--- src/rtl/button_event_scheduler_if.sv ---
// Event channel from the button scheduler to the mouse report logic: valid/ready with a button index.
interface button_event_scheduler_if #(
  parameter int ID_W = 3
);
  logic            o_event_valid;
  logic [ID_W-1:0] o_event_id;
  logic            i_event_ready;

  modport master (output o_event_valid, output o_event_id, input i_event_ready);
  modport slave  (input o_event_valid, input o_event_id, output i_event_ready);
endinterface

--- src/rtl/button_event_scheduler.sv ---
// Per-button debounce/first-fire/auto-repeat sequencing, round-robin onto one event channel; fire->valid in 1 cycle,
// valid/id hold under backpressure, repeat fires land in a 1-deep pending slot. Auto-repeat enabled by BTN_AUTO_REPEAT_EN.
module button_event_scheduler #(
  parameter int NUM_BTN = 5,
  parameter int ID_W    = 3
) (
  input  logic                     i_clk,
  input  logic                     i_rst_n,
  input  logic [NUM_BTN-1:0]       i_button,
  input  logic [31:0]              i_debounce_max,
  input  logic [31:0]              i_repeat_delay,
  input  logic [31:0]              i_repeat_period,
  button_event_scheduler_if.master evt,
  output logic                     o_overflow,
  input  logic                     i_overflow_clr
);

  typedef enum logic [2:0] {
    ST_IDLE,
    ST_DEBOUNCE,
    ST_DELAY,
    ST_REPEAT,
    ST_HELD
  } btn_state_t;

  btn_state_t         state     [NUM_BTN];
  btn_state_t         state_nxt [NUM_BTN];
  logic [31:0]        cnt       [NUM_BTN];
  logic [31:0]        cnt_nxt   [NUM_BTN];
  logic [NUM_BTN-1:0] fire;
  logic [NUM_BTN-1:0] pending;
  logic [NUM_BTN-1:0] pending_nxt;
  logic [NUM_BTN-1:0] req;
  logic [NUM_BTN-1:0] granted;
  logic [NUM_BTN-1:0] drop;
  logic               event_valid;
  logic [ID_W-1:0]    event_id;
  logic [ID_W-1:0]    rr;
  logic [ID_W-1:0]    gidx;
  logic               grant;
  logic               can_grant;
  int                 best_d;
  int                 d;

`ifdef BTN_AUTO_REPEAT_EN
`else
  logic unused_repeat_cfg;
  assign unused_repeat_cfg = ^{i_repeat_delay, i_repeat_period};
`endif

  always_ff @(posedge i_clk or negedge i_rst_n) begin
    if (!i_rst_n) begin
      for (int i = 0; i < NUM_BTN; i++) begin
        state[i] <= ST_IDLE;
        cnt[i]   <= '0;
      end
    end else begin
      for (int i = 0; i < NUM_BTN; i++) begin
        state[i] <= state_nxt[i];
        cnt[i]   <= cnt_nxt[i];
      end
    end
  end

  // Release wins over a same-cycle fire, so a press one cycle short never emits.
  always_comb begin
    for (int i = 0; i < NUM_BTN; i++) begin
      state_nxt[i] = state[i];
      cnt_nxt[i]   = cnt[i];
      fire[i]      = 1'b0;
      if (!i_button[i]) begin
        state_nxt[i] = ST_IDLE;
        cnt_nxt[i]   = '0;
      end else begin
        case (state[i])
          ST_IDLE: begin
            state_nxt[i] = ST_DEBOUNCE;
            cnt_nxt[i]   = '0;
          end
          ST_DEBOUNCE: begin
            if (cnt[i] == i_debounce_max) begin
              fire[i]    = 1'b1;
              cnt_nxt[i] = '0;
`ifdef BTN_AUTO_REPEAT_EN
              state_nxt[i] = ST_DELAY;
`else
              state_nxt[i] = ST_HELD;
`endif
            end else begin
              cnt_nxt[i] = cnt[i] + 32'd1;
            end
          end
`ifdef BTN_AUTO_REPEAT_EN
          ST_DELAY: begin
            if (cnt[i] == i_repeat_delay) begin
              fire[i]      = 1'b1;
              cnt_nxt[i]   = '0;
              state_nxt[i] = ST_REPEAT;
            end else begin
              cnt_nxt[i] = cnt[i] + 32'd1;
            end
          end
          ST_REPEAT: begin
            if (cnt[i] == i_repeat_period) begin
              fire[i]    = 1'b1;
              cnt_nxt[i] = '0;
            end else begin
              cnt_nxt[i] = cnt[i] + 32'd1;
            end
          end
`endif
          default: ;
        endcase
      end
    end
  end

  // Fresh fires compete directly so an idle channel shows the event on the next edge.
  always_comb begin
    req       = pending | fire;
    can_grant = !event_valid || evt.i_event_ready;
    grant     = can_grant && (|req);
    gidx      = '0;
    best_d    = NUM_BTN;
    d         = 0;
    for (int i = 0; i < NUM_BTN; i++) begin
      d = (i >= int'(rr)) ? (i - int'(rr)) : (i + NUM_BTN - int'(rr));
      if (req[i] && (d < best_d)) begin
        best_d = d;
        gidx   = ID_W'(i);
      end
    end
    for (int i = 0; i < NUM_BTN; i++) begin
      granted[i]     = grant && (gidx == ID_W'(i));
      pending_nxt[i] = granted[i] ? (pending[i] & fire[i]) : (pending[i] | fire[i]);
      drop[i]        = fire[i] & pending[i] & ~granted[i];
    end
  end

  always_ff @(posedge i_clk or negedge i_rst_n) begin
    if (!i_rst_n) begin
      pending     <= '0;
      event_valid <= 1'b0;
      event_id    <= '0;
      rr          <= '0;
      o_overflow  <= 1'b0;
    end else begin
      pending <= pending_nxt;
      if (grant) begin
        event_valid <= 1'b1;
        event_id    <= gidx;
        rr          <= (gidx == ID_W'(NUM_BTN - 1)) ? '0 : gidx + 1'b1;
      end else if (event_valid && evt.i_event_ready) begin
        event_valid <= 1'b0;
      end
      if (|drop) begin
        o_overflow <= 1'b1;
      end else if (i_overflow_clr) begin
        o_overflow <= 1'b0;
      end
    end
  end

  assign evt.o_event_valid = event_valid;
  assign evt.o_event_id    = event_id;

endmodule

--- src/flat_wrapper.sv ---
// flat-port wrapper written by rule: the top's interface ports become plain ports
module button_event_scheduler_flat 
#(
  parameter int NUM_BTN = 5,
  parameter int ID_W    = 3
)
  (i_clk, i_rst_n, i_button, i_debounce_max, i_repeat_delay, i_repeat_period, o_overflow, i_overflow_clr, evt_o_event_valid, evt_o_event_id, evt_i_event_ready);
  button_event_scheduler_if #(.ID_W(ID_W)) evt_i ();
  input  logic i_clk;
  input  logic i_rst_n;
  input  logic [NUM_BTN-1:0] i_button;
  input  logic [31:0] i_debounce_max;
  input  logic [31:0] i_repeat_delay;
  input  logic [31:0] i_repeat_period;
  output logic o_overflow;
  input  logic i_overflow_clr;
  output wire logic [$bits(evt_i.o_event_valid)-1:0] evt_o_event_valid;
  output wire logic [$bits(evt_i.o_event_id)-1:0] evt_o_event_id;
  input wire logic [$bits(evt_i.i_event_ready)-1:0] evt_i_event_ready;
  assign evt_o_event_valid = evt_i.o_event_valid;
  assign evt_o_event_id = evt_i.o_event_id;
  assign evt_i.i_event_ready = evt_i_event_ready;
  button_event_scheduler #(.NUM_BTN(NUM_BTN), .ID_W(ID_W)) u_core (.i_clk(i_clk), .i_rst_n(i_rst_n), .i_button(i_button), .i_debounce_max(i_debounce_max), .i_repeat_delay(i_repeat_delay), .i_repeat_period(i_repeat_period), .evt(evt_i), .o_overflow(o_overflow), .i_overflow_clr(i_overflow_clr));
endmodule
--- config.mk ---
export PLATFORM = sky130hd
export DESIGN_NAME = button_event_scheduler_flat
export DESIGN_NICKNAME = d
export VERILOG_FILES = /design/src/rtl/button_event_scheduler_if.sv /design/src/rtl/button_event_scheduler.sv /design/src/flat_wrapper.sv
export SDC_FILE = /design/constraint.sdc
export NUM_CORES = 1
export LEC_CHECK = 0
export ABC_AREA = 1
export CAP_MARGIN = 20
export CORE_MARGIN = 1.5
export CORE_UTILIZATION = 59
export DETAILED_ROUTE_END_ITERATION = 10
export GPL_TIMING_DRIVEN = 0
export HOLD_SLACK_MARGIN = 0.03
export PLACE_DENSITY = 0.8
export SLEW_MARGIN = 20
export SYNTH_ARGS = -nofsm -noshare
export SYNTH_HDL_FRONTEND = slang
export SYNTH_SLANG_ARGS = --single-unit
--- constraint.sdc ---
create_clock -name i_clk -period 7.7 [get_ports i_clk]
set_clock_uncertainty 0.1 [all_clocks]
set_input_delay 1.54 -clock i_clk [delete_from_list [all_inputs] [get_ports i_clk]]
set_output_delay 1.54 -clock i_clk [all_outputs]
set_load 0.05 [all_outputs]
==> impl_metrics.ini <==
[routing]
drt_pass1_iterations = 6
routed_wl_mm = 38.7
vias_per_cell = 5.80
num_vias = 12300
wl_met2_mm = 17.6
drc = 0
routed.top_layer = met4
wl_met3_mm = 4.08
wl_met1_mm = 15.9
drt_iter0_markers = 1450
ant_nets = 0
post_drt_wl_per_cell_um = 18.2

[status]
status = completed

[sta]
tns_ns = 0
final.min_clock_period_ns = 7.42
timing.fmax_mhz = 135
worst_pin_slew_ns = 0.816
relSlewSlack = 0.451
whs_ns = 0.399
setup_viol = 0
drv_slew = 0
hold_viol = 0
post-route-period-util = 0.963

[yosys]
async_reset_ff_frac = 1.00
yosysWarnings = 0
synthTopCellsByCount = nand2_1 (408), inv_1 (237), nor2_1 (205)
avgSynthCellArea_sq_um = 7.17
postSynthCellCount = 1761
synth_top_area_share = 0.363
synth_edf_count = 0
synth.distinct_cells = 50
synth_area_sq_um = 12600
yosys.area.top_type = dfrtp_1
syn-num-nets = 1899
synthTopCellsByArea = dfrtp_1 (36%), nand2_1 (12%), xnor2_1 (7.6%)
yosysSeqAreaShare = 0.363
synth_seq_cells = 183
ys.flop_type = dfrtp_1
synth.most_common_cell = nand2_1

[grt]
antenna_found_initial = 0
grt.overflow.total = 0
grt_pass1_vias = 11500
grt.total_usage = 0.355
grt_max_degree = 95
grt_pass1_wl_mm = 60.6

[worst_hold_path]
hp-class = reg -> reg
whs_path_depth = 2
min_from = u_core.evt.o_event_id[2]
worstHoldEndpoint = u_core.evt.o_event_id[2]

[critical_path]
rrSetupSlack_ns = 0.69
endpoint_kind = flop
worstPathArrival_ns = 7.68
cpPeakStageDelay_ns = 0.36
start_kind = input pin
r2r_start = u_core.rr[0]
reg2reg_depth = 45
criticalPathCategory = in -> reg
crit_path_frequent_cell = nand2_1
cp_max_fo = 8
critPathLaunch = i_debounce_max[3]
cpMaxStageDelayCell = ha_1
r2r_end = u_core.rr[2]
crit_required_ns = 7.96

[flow_run]
cap_violations = 0

[final_layout]
nNetsFinal = 1974
post-route-util = 0.688
drive_gt1_frac = 0.104
num-fill-cells = 1764
final_cells = 2125
area_growth_pct = 14.7

[clock_tree]
cts_max_path_buffers = 2
cts_tree = done
numClockSinks = 183
clockRootBuffer = clkbuf_16
numCtsBuffers = 17
htreeDepth = 4
cts_hold_buffers = 0
clk_latency_ns = 0.45
clk_pin_slew_ns = 0.07

[floorplanning]
die_area_sq_um = 22300
rows = 53
io_pins = 110
core_sq_um = 21000
die_x_um = 149
initial_utilization = 0.600
fp.dieH_um = 149

[placement]
io_buffers = 23
dp.cells = 2060
globalplace.congestion = 0.961
dp_hpwl_mm = 28.2

[power]
p_total_w = 0.00324
power.leakage_nw = 6.09
ir_drop_v = 0.000268
power_density_nw_per_um2 = 224
==> registers in the layout, indices dropped and copies added, names as in the netlist <==
register / cells
u_core.evt.o_event_valid: 1
u_core.cnt: 160
u_core.o_overflow: 1
u_core.state: 10
u_core.rr: 3
u_core.evt.o_event_id: 3
u_core.pending: 5
==> stage by stage <==
| stage | setup WS (ns) | area [sq um] |
|---|---|---|
| 2_1_floorplan | 0.284 | 12600 |
| 3_3_place_gp | -2.79 | 13200 |
| 3_5_place_dp | -1.54 | 13200 |
| 4_1_cts | 0.0443 | 13800 |
| 5_1_grt | -0.111 | 14500 |
| 6_report | 0.284 | 14500 |
==> metal layers <==
| layer | track usage | vias to the layer above |
|---|---|---|
| li1 | - | 5822 |
| met1 | 0.492 | 5771 |
| met2 | 0.558 | 635 |
| met3 | 0.0703 | 106 |
| met4 | 0.116 | 0 |
| met5 | 0 | - |
==> kinds of logic after synthesis <==
family | synth area share
AO/OA/AOI/OAI | 0.0779
flip-flops | 0.363
buffers and inverters | 0.0940
AND/OR/NAND/NOR | 0.324
XOR/XNOR | 0.108
other | 0.000297
multiplexers | 0.000793
adder cells (fa/ha/maj) | 0.0327
==> repair_timing <==
item | in CTS | in global routing
endpoints found under the setup margin | 12 | 10
pin swaps | 0 | 45
resized for setup | 60 | 131
setup buffers | 3 | 29
cloned | 0 | 0
==> critical path, delay by kind of cell <==
| family | cells | cell delay (ns) |
|---|---|---|
| fa+ha+maj | 6 | 1.71 |
| buf+inv | 7 | 0.55 |
| xor+xnor | 1 | 0.21 |
| compound gates | 8 | 1.19 |
| simple gates | 25 | 2.46 |
==> layout make-up <==
class | instances | area, sq um | area share
tap | 275 | 344 | 0.0238
antenna | 1 | 2.50 | 0.000173
inverter | 260 | 1010 | 0.0700
sequential | 183 | 4580 | 0.316
multi-input combinational | 1277 | 7150 | 0.494
clock buffer | 17 | 425 | 0.0294
clock inverter | 15 | 145 | 0.0100
timing repair buffer | 56 | 527 | 0.0364
buffer | 41 | 279 | 0.0193
==> cells in the final DEF, fill, tap and decap left out, types with 7 or more instances in the layout <==
cell	instances
dfrtp_1	183
ha_1	30
buf_4	44
clkdlybuf4s50_1	12
nand2_1	399
inv_1	235
nor4_1	30
a21oi_1	57
nor3_1	76
a211oi_1	9
clkbuf_1	17
o21a_1	8
or2_2	13
nor3b_1	17
xor2_1	45
nand2_4	8
buf_6	14
nand4_1	51
nand2_2	11
xnor2_1	94
clkbuf_16	17
o21ai_0	56
nor2_1	201
inv_4	12
xnor2_2	16
nand3_1	90
inv_2	8
o22ai_1	7
==> where the power goes <==
part	internal, W	switching, W	total (W)
Combinational	0.000457	0.000847	0.00130
Sequential	0.00101	0.0000465	0.00106
Clock	0.000453	0.000426	0.000879
==> worst max-delay path by stage <==
| stage | to | slack [ns] | cells past startpoint |
|---|---|---|---|
| after floorplan | u_core.rr[2] | 0.28 | 45 |
| after global placement | u_core.state[9] | -2.79 | 1 |
| after detailed placement | u_core.rr[2] | -1.54 | 46 |
| after CTS | u_core.rr[2] | 0.04 | 47 |
| after global routing | u_core.o_overflow | -0.11 | 53 |
| final | u_core.rr[2] | 0.28 | 47 |
No activity file was read; power rests on OpenSTA's default activity.
